## src/rtl/pe_array_sequencer.sv

```systemverilog
// Weight-load / X-stream sequencer for an NxN weight-stationary PE array.
// Optional busy-cycle counter output enabled by PE_SEQ_CYCLE_CNT_EN.
module pe_array_sequencer #(
  parameter int N    = 4,
  parameter int DW   = 16,
  parameter int LENW = 8
) (
  input  logic              clk,
  input  logic              rst_n,
  input  logic              start,
  input  logic [LENW-1:0]   vec_len,
  input  logic              w_valid,
  input  logic [DW-1:0]     w_data,
  output logic              w_req,
  input  logic              x_valid,
  input  logic [N*DW-1:0]   x_data,
  output logic              x_req,
  output logic [N*N-1:0]    wt_load,
  output logic [DW-1:0]     wt_data,
  output logic [N-1:0]      pe_x_valid,
  output logic [N*DW-1:0]   pe_x_data,
  output logic              busy,
  output logic              done,
  output logic              err
`ifdef PE_SEQ_CYCLE_CNT_EN
 ,output logic [31:0]       cycle_cnt
`endif
);

  localparam int NN  = N * N;
  localparam int WCW = $clog2(NN + 1);
  localparam int DRN = 2 * N + 2;
  localparam int DCW = $clog2(DRN + 1);

  typedef enum logic [2:0] {
    S_IDLE,
    S_LOADW,
    S_STREAM,
    S_DRAIN,
    S_DONE
  } state_t;

  state_t          r_state;
  logic [LENW-1:0] r_len;
  logic [LENW-1:0] r_xcnt;
  logic [WCW-1:0]  r_wcnt;
  logic [DCW-1:0]  r_dcnt;
  logic            r_w_req;
  logic            r_x_req;
  logic            r_busy;
  logic            r_done;
  logic            r_err;
  logic [NN-1:0]   r_wt_load;
  logic [DW-1:0]   r_wt_data;

  logic w_accept;
  logic w_wbeat;
  logic w_xbeat;
  logic w_wlast;
  logic w_xlast;
  logic w_dlast;

  assign w_accept = (r_state == S_IDLE) & start
                  & (vec_len != '0);
  assign w_wbeat  = (r_state == S_LOADW) & w_valid;
  assign w_xbeat  = (r_state == S_STREAM) & x_valid;
  assign w_wlast  = (r_wcnt == WCW'(NN - 1));
  // r_len is never zero in STREAM, so the subtract cannot wrap
  assign w_xlast  = (r_xcnt == r_len - LENW'(1));
  assign w_dlast  = (r_dcnt == DCW'(DRN - 1));

  always_ff @(posedge clk) begin
    if (!rst_n) begin
      r_state <= S_IDLE;
      r_len   <= '0;
      r_xcnt  <= '0;
      r_wcnt  <= '0;
      r_dcnt  <= '0;
      r_w_req <= 1'b0;
      r_x_req <= 1'b0;
      r_busy  <= 1'b0;
      r_done  <= 1'b0;
      r_err   <= 1'b0;
    end else begin
      r_done <= 1'b0;
      r_err  <= 1'b0;
      unique case (r_state)
        S_IDLE: begin
          if (w_accept) begin
            r_state <= S_LOADW;
            r_len   <= vec_len;
            r_wcnt  <= '0;
            r_xcnt  <= '0;
            r_dcnt  <= '0;
            r_w_req <= 1'b1;
            r_busy  <= 1'b1;
          end else if (start) begin
            r_err <= 1'b1;
          end
        end
        S_LOADW: begin
          if (w_wbeat) begin
            if (w_wlast) begin
              r_state <= S_STREAM;
              r_wcnt  <= '0;
              r_w_req <= 1'b0;
              r_x_req <= 1'b1;
            end else begin
              r_wcnt <= r_wcnt + WCW'(1);
            end
          end
        end
        S_STREAM: begin
          if (w_xbeat) begin
            if (w_xlast) begin
              r_state <= S_DRAIN;
              r_xcnt  <= '0;
              r_x_req <= 1'b0;
            end else begin
              r_xcnt <= r_xcnt + LENW'(1);
            end
          end
        end
        S_DRAIN: begin
          if (w_dlast) begin
            r_state <= S_DONE;
            r_dcnt  <= '0;
            r_busy  <= 1'b0;
            r_done  <= 1'b1;
          end else begin
            r_dcnt <= r_dcnt + DCW'(1);
          end
        end
        S_DONE: begin
          r_state <= S_IDLE;
        end
        default: begin
          r_state <= S_IDLE;
        end
      endcase
    end
  end

  always_ff @(posedge clk) begin
    if (!rst_n) begin
      r_wt_load <= '0;
      r_wt_data <= '0;
    end else begin
      for (int k = 0; k < NN; k++) begin
        r_wt_load[k] <= w_wbeat && (r_wcnt == WCW'(k));
      end
      if (w_wbeat) begin
        r_wt_data <= w_data;
      end
    end
  end

  // Row g sees its slice of each accepted X beat g+1 cycles later
  for (genvar g = 0; g < N; g++) begin : g_row
    logic [DW-1:0] r_d [g+1];
    logic [g:0]    r_v;

    always_ff @(posedge clk) begin
      if (!rst_n) begin
        r_v <= '0;
        for (int i = 0; i <= g; i++) begin
          r_d[i] <= '0;
        end
      end else begin
        r_v[0] <= w_xbeat;
        r_d[0] <= w_xbeat ? x_data[g*DW +: DW] : '0;
        for (int i = 1; i <= g; i++) begin
          r_v[i] <= r_v[i-1];
          r_d[i] <= r_d[i-1];
        end
      end
    end

    assign pe_x_valid[g]        = r_v[g];
    assign pe_x_data[g*DW +: DW] = r_d[g];
  end

`ifdef PE_SEQ_CYCLE_CNT_EN
  logic [31:0] r_ccnt;
  logic [31:0] r_cyc_out;

  always_ff @(posedge clk) begin
    if (!rst_n) begin
      r_ccnt    <= '0;
      r_cyc_out <= '0;
    end else begin
      if (w_accept) begin
        r_ccnt    <= '0;
        r_cyc_out <= '0;
      end else if (r_busy) begin
        r_ccnt <= r_ccnt + 32'd1;
      end
      // include the final DRAIN cycle, which is still busy
      if (r_state == S_DRAIN && w_dlast) begin
        r_cyc_out <= r_ccnt + 32'd1;
      end
    end
  end

  assign cycle_cnt = r_cyc_out;
`endif

  assign w_req   = r_w_req;
  assign x_req   = r_x_req;
  assign wt_load = r_wt_load;
  assign wt_data = r_wt_data;
  assign busy    = r_busy;
  assign done    = r_done;
  assign err     = r_err;

endmodule

```

## config.mk

```make
export PLATFORM = sky130hd
export DESIGN_NAME = pe_array_sequencer
export DESIGN_NICKNAME = d
export VERILOG_FILES = /design/src/rtl/pe_array_sequencer.sv
export SDC_FILE = /design/constraint.sdc
export NUM_CORES = 1
export LEC_CHECK = 0
export CORE_MARGIN = 2
export CORE_UTILIZATION = 35
export DETAILED_ROUTE_END_ITERATION = 7
export HOLD_SLACK_MARGIN = 0.02
export PLACE_DENSITY_LB_ADDON = 0.1
export SYNTH_ARGS = -nofsm -noshare
export SYNTH_HDL_FRONTEND = slang
export SYNTH_SLANG_ARGS = --single-unit
```

## constraint.sdc

```tcl
create_clock -name clk -period 5.46 [get_ports clk]
set_clock_uncertainty 0.05 [all_clocks]
set_input_delay 1.092 -clock clk [delete_from_list [all_inputs] [get_ports clk]]
set_output_delay 1.092 -clock clk [all_outputs]
set_load 0.02 [all_outputs]
```

==> results.py <==
metrics = {
    "hold_path": {
        "min_path_type": "flop to flop",
        "hold_path_depth": 1,
    },
    "finish": {
        "fillers": 1897,
        "drive_gt1_share_pct": 6.48,
        "fin_nets": 962,
        "final_cell_mix": "dfxtp_1, clkdlybuf4s50_1, and2_1, nand2_1, nor2_1",
        "final_common_cell": "dfxtp_1",
        "post-route-util_pct": 48.8,
        "areaGrowthSynthToFinish_pct": 36.2,
    },
    "die": {
        "ios": 198,
        "num_rows": 53,
        "initial_core_util_pct": 35.9,
        "dieArea_mm2": 0.0229,
        "die_w_um": 151,
        "coreArea_mm2": 0.0212,
        "die_h_um": 151,
    },
    "setup_path": {
        "startpoint_type": "input port",
        "crit_buf_inv": 1,
        "cp_max_fo": 14,
        "cp.depth": 8,
        "cp-end-kind": "flop",
        "critical_path.cell_chain": "clkdlybuf4s50_1 > nand2b_4 > nor3_2 > nor2b_2 > a21oi_4 > or3b_1 > a211o_1 > a21boi_1",
        "worstPathArrival_ps": 3440,
        "cp_slowest_cell": "nor2b_2",
        "critPathRequiredTime_ps": 5870,
        "cp_top_family": "simple AND/OR/NAND/NOR gates",
        "r2r_cells": 7,
        "critical_path_class": "input port to flop",
        "cp_slowest_stage_delay_ps": 720,
    },
    "yosys": {
        "synth_top_area_share_pct": 60.4,
        "syn_nets": 805,
        "syn_inst": 704,
        "ys_types": 52,
        "yosys_warnings": 0,
        "synth_seq_cells": 229,
        "synth.area.top_cells": "dfxtp_1, and2_1, buf_4",
        "synth_area_leader_cell": "dfxtp_1",
        "synth_area_mm2": 0.00759,
        "synthArstFlopShare_pct": 0,
        "postSynthAreaPerCell_um2": 10.8,
        "synth_edf_count": 0,
        "ys_seq_area_share_pct": 60.4,
        "synth_flop_cell": "dfxtp_1",
    },
    "power": {
        "total_power_uw": 3740,
        "power_density_mw_per_mm2": 362,
        "ir_drop_v": 0.000240,
        "p_leak_uw": 0.00404,
    },
    "clock_tree": {
        "clockRootBuffer": "clkbuf_16",
        "post_cts_buffers": 0,
        "cts_tree": "built",
        "cts.clk_slew.worst_paths_ps": 60,
        "ctsHtreeMaxLevel": 1,
        "cts-resized-gates": 0,
        "clock-sinks": 229,
        "cts_buffer_depth": 3,
        "cts.hold.buffers_added": 0,
        "clk_latency_ps": 520,
        "numCtsBuffers": 25,
    },
    "route": {
        "via_per_inst": 4.33,
        "drt_wl_total_um": 15300,
        "ant_nets": 0,
        "drt_pass1_iterations": 4,
        "drt_first_iter_violations": 200,
        "drc": 0,
        "vias": 5006,
        "routedWlPerCell_um": 13.3,
    },
    "timing": {
        "rsz0062_at_grt": "false",
        "finalSetupViolations": 0,
        "worstMarginPinSlew_ps": 928,
        "timing.final.ws_setup_ps": 2430,
        "setup_tns_ps": 0,
        "max_slew_margin_pct": 38.1,
        "final_hold_viol_count": 0,
        "min_period_ps": 3030,
        "post-route-period-util_pct": 55.5,
        "maxSlewViolCount": 0,
        "max_freq_mhz": 330,
    },
    "grt": {
        "grt_use_total_pct": 13.1,
        "grt_max_degree": 80,
        "grt_pass1_wl_um": 24300,
        "antenna_found_initial": 0,
        "grt_pass1_vias": 4970,
        "grt_remaining_overflow": 0,
    },
    "placed_design": {
        "io_buffers": 197,
        "pre_cts_ws_ps": 1890,
        "place_congestion": 0.739,
        "hpwlAfterDp_um": 10600,
    },
    "run_status": {
        "status": "complete, no violations",
    },
    "flow_run": {
        "drv_cap": 0,
    },
}
worst register-to-register path, stage by stage, from the launching register on:
cell and delay [ps]:
dfxtp_1 410, nand2b_4 190, nor3_2 120, nor2b_2 720, a21oi_4 130, or3b_1 400
a211o_1 260, a21boi_1 130
registers in the layout, summed over array words and instances, names as in the netlist:
register,cells
w_req,1
r_wcnt,5
err,1
r_dcnt,4
done,1
g_row.r_v,4
busy,1
wt_data,16
wt_load,16
r_state,3
x_req,1
g_row.r_d,160
r_xcnt,8
r_len,8
final timing paths:
path / slack [ps] / start / end
worst min register to register: 370 / g_row[2].r_d[0][20]$_SDFF_PN0_ / g_row[2].r_d[0][36]$_SDFF_PN0_
worst min-delay path: 370 / g_row[2].r_d[0][20]$_SDFF_PN0_ / g_row[2].r_d[0][36]$_SDFF_PN0_
worst max-delay path: 2430 / start / r_xcnt[2]$_SDFFE_PN0P_
worst max register to register: 2980 / r_state[0]$_SDFFE_PN0P_ / r_xcnt[2]$_SDFFE_PN0P_
cell type report:
cell class | instances | area (um^2) | share of cell area, %
sequential | 229 | 4580 | 44.4
antenna | 1 | 2.50 | 0.0242
tap | 275 | 344 | 3.33
timing repair buffer | 198 | 1980 | 19.1
clock buffer | 36 | 727 | 7.04
clock inverter | 10 | 118 | 1.14
inverter | 10 | 37.5 | 0.363
multi-input combinational | 397 | 2540 | 24.6
layer usage:
layer / vias to the layer above / wire, um / global-route usage (%)
met5: - / 0 / 0
met4: 0 / 472 / 4.77
met3: 33 / 1330 / 4.94
met2: 166 / 7010 / 21.6
met1: 2265 / 6540 / 15.7
li1: 2542 / - / -
Yosys cell counts, types with 3 or more instances:
cell and instances:
and3_1 7, a31oi_1 4, a22o_1 5, o31ai_1 5
buf_6 4, nor3_1 8, nand2_1 51, inv_1 10
a21boi_1 7, a21boi_0 14, nor3b_1 7, clkbuf_1 27
or4_1 3, ha_1 8, nand3_1 9, buf_4 33
nand2b_1 5, o21a_1 3, a21oi_1 5, and2_1 165
nor2b_1 14, nor2_1 26, mux2i_1 10, nor3_2 3
o21ai_0 4, xor2_1 8, xnor2_1 4, buf_2 3
dfxtp_1 229
kinds of logic after synthesis:
logic type	Yosys count	share of synthesized area, %
adder cells (fa/ha/maj)	8	1.32
buffers and inverters	78	6.07
multiplexers	10	1.32
XOR/XNOR	12	1.39
AO/OA/AOI/OAI	59	5.95
AND/OR/NAND/NOR	308	23.5
flip-flops	229	60.4
report_power, final:
group          switching [uW]  total [uW]  internal [uW]
clock                     664        1690           1020
sequential               32.2        1740           1710
combinational             144         306            162
metrics by stage:
step           hold WS [ps]  cells  cell area [um^2]
6_report                372   1156             10300
2_1_floorplan           362    704              7590
4_1_cts                 381   1155             10300
5_1_grt                 388   1155             10300
3_3_place_gp            365   1109              9490
3_5_place_dp            367   1109              9490
No activity file was read; power rests on OpenSTA's default activity.
